**src/rtl/wb_stage.sv**
```systemverilog
// Writeback stage: merges execute and MDU results into the register file write port,
// tracks pending MDU destinations for decode hazards, and bypasses the in-flight write.
module wb_stage #(
    parameter int unsigned XLEN         = 32,
    parameter int unsigned STARVE_LIMIT = 4
) (
    input  logic            clk,
    input  logic            rst_n,
    input  logic            ex_valid,
    input  logic            ex_we,
    input  logic [4:0]      ex_rd,
    input  logic [XLEN-1:0] ex_wd,
    input  logic            mdu_issue,
    input  logic [4:0]      mdu_issue_rd,
    input  logic            mdu_valid,
    input  logic [4:0]      mdu_rd,
    input  logic [XLEN-1:0] mdu_wd,
    output logic            mdu_ready,
    input  logic            id_valid,
    input  logic [4:0]      id_rs1,
    input  logic [4:0]      id_rs2,
    input  logic            id_we,
    input  logic [4:0]      id_rd,
    input  logic [XLEN-1:0] rf_rd1,
    input  logic [XLEN-1:0] rf_rd2,
    output logic [XLEN-1:0] op_a,
    output logic [XLEN-1:0] op_b,
    output logic            hazard_stall,
    output logic            rf_w_en,
    output logic [4:0]      rf_rd,
    output logic [XLEN-1:0] rf_wd
);

    localparam int unsigned CW = $clog2(STARVE_LIMIT + 1);
    localparam logic [CW-1:0] LIMIT = CW'(STARVE_LIMIT);

    logic            ex_req;
    logic            mdu_accept;
    logic            mdu_write;
    logic            refused;
    logic            starve;
    logic [31:0]     busy;
    logic [31:0]     busy_set;
    logic [31:0]     busy_clr;
    logic [31:0]     busy_next;
    logic [CW-1:0]   starve_cnt;

    assign ex_req     = ex_valid & ex_we & (ex_rd != 5'd0);
    assign mdu_ready  = ~ex_req;
    assign mdu_accept = mdu_valid & mdu_ready;
    assign mdu_write  = mdu_accept & (mdu_rd != 5'd0);
    assign refused    = mdu_valid & ~mdu_ready;
    assign starve     = (starve_cnt == LIMIT);

    always_ff @(posedge clk or negedge rst_n) begin
        if (!rst_n) begin
            rf_w_en <= 1'b0;
            rf_rd   <= '0;
            rf_wd   <= '0;
        end else if (ex_req) begin
            rf_w_en <= 1'b1;
            rf_rd   <= ex_rd;
            rf_wd   <= ex_wd;
        end else if (mdu_write) begin
            rf_w_en <= 1'b1;
            rf_rd   <= mdu_rd;
            rf_wd   <= mdu_wd;
        end else begin
            rf_w_en <= 1'b0;
        end
    end

    // Set is OR-ed after the clear so a same-cycle issue of the same register wins.
    always_comb begin
        busy_set = '0;
        busy_clr = '0;
        if (mdu_issue) busy_set[mdu_issue_rd] = 1'b1;
        if (mdu_accept) busy_clr[mdu_rd] = 1'b1;
        busy_next    = (busy & ~busy_clr) | busy_set;
        busy_next[0] = 1'b0;
    end

    always_ff @(posedge clk or negedge rst_n) begin
        if (!rst_n) begin
            busy <= '0;
        end else begin
            busy <= busy_next;
        end
    end

    always_ff @(posedge clk or negedge rst_n) begin
        if (!rst_n) begin
            starve_cnt <= '0;
        end else if (refused) begin
            if (!starve) starve_cnt <= starve_cnt + 1'b1;
        end else begin
            starve_cnt <= '0;
        end
    end

    always_comb begin
        hazard_stall = starve |
                       (id_valid & (busy[id_rs1] | busy[id_rs2] | (id_we & busy[id_rd])));
        op_a = (rf_w_en && rf_rd == id_rs1 && id_rs1 != 5'd0) ? rf_wd : rf_rd1;
        op_b = (rf_w_en && rf_rd == id_rs2 && id_rs2 != 5'd0) ? rf_wd : rf_rd2;
    end

endmodule

```
**config.mk**
```make
export PLATFORM = sky130hd
export DESIGN_NAME = wb_stage
export DESIGN_NICKNAME = d
export VERILOG_FILES = /design/src/rtl/wb_stage.sv
export SDC_FILE = /design/constraint.sdc
export NUM_CORES = 1
export LEC_CHECK = 0
export ABC_AREA = 1
export ABC_CLOCK_PERIOD_IN_PS = 3760
export CAP_MARGIN = 20
export CELL_PAD_IN_SITES_DETAIL_PLACEMENT = 1
export CELL_PAD_IN_SITES_GLOBAL_PLACEMENT = 1
export CORE_MARGIN = 4
export CORE_UTILIZATION = 31
export CTS_BUF_LIST = sky130_fd_sc_hd__clkbuf_4
export DETAILED_ROUTE_END_ITERATION = 10
export PLACE_DENSITY_LB_ADDON = 0.1
export REMOVE_ABC_BUFFERS = 1
export SETUP_SLACK_MARGIN = 0.5
export SYNTH_ARGS = -nofsm -noshare
export SYNTH_HDL_FRONTEND = slang
export SYNTH_SLANG_ARGS = --single-unit
```
**constraint.sdc**
```tcl
create_clock -name clk -period 3.76 [get_ports clk]
set_input_delay 0.564 -clock clk [delete_from_list [all_inputs] [get_ports clk]]
set_output_delay 0.564 -clock clk [all_outputs]
set_load 0.02 [all_outputs]
```
==> run summary <==
Initial Utilization = 31.7%
Number of register bits inferred by synthesis = 72
Hold WC Path Type = input pin to asynchronous set/reset pin
Maximum fanout along the worst path = 35
Post-synthesis sequential area ratio = 32.9%
CTS Buf Count = 9
Source-to-sink clock delay at the later pin of the worst-skew pair = 470 ps
Area growth syn-to-layout = 56.4%
Required time of the worst setup path = 3200 ps
Core area = 17300 um^2
Post-synth ARST share = 100%
Maximum operating frequency = 315 MHz
Power Internal = 1710 uW
Final max-slew violation count = 0
Width of the chip = 141 um
CP arrival = 2610 ps
Post-synth cell types = 28
Power spent charging and discharging nets = 1170 uW
DRC = 0
Clock Sinks = 72
Max VDD drop = 0.191 mV
Share of cells above drive strength 1 = 17.7%
Clock Skews = 2.30 ps
Iter 0 DRT Violations = 368
TritonCTS clock tree = built
# fillers = 2197
Cell count after placement = 1241
Launching instance or port of the critical path = id_rs2[2]
Total wire length = 25600 um
Quantity of hold-fixing buffers added after cts = 0
Run status = finished clean
Overall overflow remaining after global route = 0
Average size of a mapped cell = 7.18 um^2
Netlist Area Pre-Place = 5480 um^2
Period minus WS final = 3170 ps
Wire length of the first global-routing pass = 39200 um
Via count of the first global-routing pass = 6399
EDFF count, synth = 0
Max-cap check violation count = 0
Dominant synthesized flop cell = sky130_fd_sc_hd__dfrtp_1
RSZ-0062 raised after global routing = true
Row cnt = 48
Sw frac = 40.6%
Relative contribution of the clock network to total power = 21.2%
Setup Fix Bufs, Post-CTS = 0
Maximum number of pins on one net before global-route repair = 60
Area occupied by registers = 1800 um^2
Number of buffers on the longest clock path = 2
Register share of total power = 37.3%
Static leakage = 0.00395 uW
Global-route usage over all layers = 25.6%
Cell at the root of the clock tree = sky130_fd_sc_hd__clkbuf_4
Final instance count without filler cells = 1263
DRT antenna net count = 0
Total of buffers placed on input and output ports = 269
Routed length per placed instance = 20.2 um
Number of antenna violations at the first check in global routing = 5
Kind of start point of the critical path = input pin
Half-perimeter wire length after detailed placement = 21100 um
Number of hold violations in the final report = 0
Sum of negative setup slack = 0 ps
Die Area = 19900 um^2
Cell count after synthesis = 763
Areal power density over the cells = 336 nW/um^2
Part of the power in combinational logic = 41.5%
Total number of nets in the final design = 1196
Nature of the critical path endpoint = primary output
Max_slew headroom = 47.3%
Synthesis Warnings = 0
Clock-pin transition on the worst setup and hold timing paths = 140 ps
Worst Setup Path Type = input pin to primary output
RR Startpoint = starve_cnt[0]$_DFFE_PN0P_
Detailed-route vias per instance = 5.06
Number of levels in the clock H-tree = 3
Die height = 141 um
Multi-input gate area = 3040 um^2
GP Congestion = 0.886
Period utilization = 84.3%
I/O pin cnt = 270
Setup violation total in the final timing report = 0
Total via count after detailed routing = 6392
Detailed-router iteration count before antenna repair = 4
Actual transition at the worst max-transition pin = 791 ps
==> placed cells by master (no fill, tap or decap), drive strengths merged, types with 23 or more instances in the layout <==
| master | Yosys | final |
|---|---|---|
| o21ai | 173 | 173 |
| dfrtp | 72 | 72 |
| buf | 31 | 23 |
| clkdlybuf4s50 | 0 | 202 |
| o22ai | 36 | 36 |
| dlygate4sd2 | 0 | 56 |
| nand3 | 98 | 98 |
| inv | 98 | 100 |
| nor2 | 39 | 39 |
| nand2 | 178 | 178 |
==> kinds of logic (layout without fill, tap and decap cells) <==
| kind of cell | Yosys count | count (layout) | synth area share, % |
|---|---|---|---|
| AND/OR/NAND/NOR | 320 | 320 | 27.3 |
| AO/OA/AOI/OAI | 225 | 225 | 26.3 |
| buffers and inverters | 138 | 408 | 12.1 |
| flip-flops | 72 | 72 | 32.9 |
| XOR/XNOR | 6 | 6 | 0.959 |
| adder cells (fa/ha/maj) | 2 | 2 | 0.457 |
| other | 0 | 5 | 0 |
==> what timing repair did <==
item                                    CTS  global route
endpoints found under the setup margin   65            13
cloned                                    0             1
resized for setup                        59            12
endpoints found under the hold margin     0             0
pin swaps                                 0             1
==> final timing paths <==
| kind | cells after the start | to | slack, ps |
|---|---|---|---|
| min in group clk | 2 | busy[26]$_DFF_PN0_ | 570 |
| min | 1 | rf_w_en$_DFF_PN0_ | 160 |
| min reg2reg | 2 | busy[26]$_DFF_PN0_ | 570 |
| max reg2reg | 5 | starve_cnt[0]$_DFFE_PN0P_ | 2660 |
| max in group asynchronous | 2 | rf_wd[22]$_DFFE_PN0P_ | 2880 |
| max | 10 | op_b[6] | 590 |
==> metrics by stage <==
step           hold WS, ps  utilization, %  setup WS, ps  total power [uW]  cell area, um^2
6_report               158            49.5           590              2870             8570
3_3_place_gp           537            48.6           351              2290             8400
4_1_cts                144            49.2           501              2910             8520
5_1_grt                189            49.5           477              3060             8570
2_1_floorplan          268               -           816              1620             5200
3_5_place_dp           548            48.6           306              2320             8400
==> power groups by stage <==
stage | registers, uW | logic [uW] | clock network [uW]
after floorplan | 1070 | 552 | 0
after CTS | 1070 | 1200 | 634
after detailed placement | 1080 | 1230 | 0
after global routing | 1090 | 1310 | 664
after global placement | 1080 | 1210 | 0
final | 1070 | 1190 | 611
==> worst max-delay path, stage by stage <==
cell and delay [ps]:
sky130_fd_sc_hd__clkdlybuf4s50_1 570, sky130_fd_sc_hd__inv_1 140, sky130_fd_sc_hd__o22ai_1 270, sky130_fd_sc_hd__nor4_4 70, sky130_fd_sc_hd__nand2_4 80, sky130_fd_sc_hd__buf_12 230
sky130_fd_sc_hd__buf_12 190, sky130_fd_sc_hd__nand2_2 60, sky130_fd_sc_hd__o21ai_2 60, sky130_fd_sc_hd__dlygate4sd2_1 340
==> sequential cells by signal, indices dropped and copies added, names as in the netlist <==
name        cells
busy           31
rf_w_en         1
starve_cnt      3
rf_rd           5
rf_wd          32
==> synth_stat cells, types with 10 or more instances <==
| cell | count | share of area (%) |
|---|---|---|
| sky130_fd_sc_hd__dfrtp_1 | 72 | 33 |
| sky130_fd_sc_hd__nand2_1 | 119 | 8.2 |
| sky130_fd_sc_hd__nand2_2 | 59 | 6.7 |
| sky130_fd_sc_hd__a21oi_1 | 10 | 0.91 |
| sky130_fd_sc_hd__buf_6 | 14 | 2.9 |
| sky130_fd_sc_hd__o21ai_0 | 73 | 6.7 |
| sky130_fd_sc_hd__nor2_1 | 38 | 2.6 |
| sky130_fd_sc_hd__o21ai_1 | 33 | 3.0 |
| sky130_fd_sc_hd__inv_1 | 88 | 6.0 |
| sky130_fd_sc_hd__o22ai_1 | 36 | 4.1 |
| sky130_fd_sc_hd__buf_2 | 14 | 1.3 |
| sky130_fd_sc_hd__nand3_1 | 98 | 9.0 |
| sky130_fd_sc_hd__o21ai_2 | 67 | 11 |
| sky130_fd_sc_hd__inv_2 | 10 | 0.69 |
==> routing by layer <==
layer | up-vias | part of all wire (%) | GRT usage (%) | wire length (um)
li1 | 3093 | - | - | -
met4 | 0 | 1.8 | 7.04 | 473
met5 | - | 0 | 0 | 0
met3 | 28 | 6.2 | 5.83 | 1580
met1 | 3069 | 43 | 32.5 | 10900
met2 | 202 | 49 | 43.9 | 12600
==> layout make-up <==
cell class / instances / share of cell area (%)
antenna: 5 / 0.146
timing repair buffer: 292 / 33.6
sequential: 72 / 21.0
clock buffer: 9 / 0.789
tap: 225 / 3.29
inverter: 100 / 4.50
clock inverter: 7 / 1.20
multi-input combinational: 553 / 35.5
(Power assumes the default switching activity.)
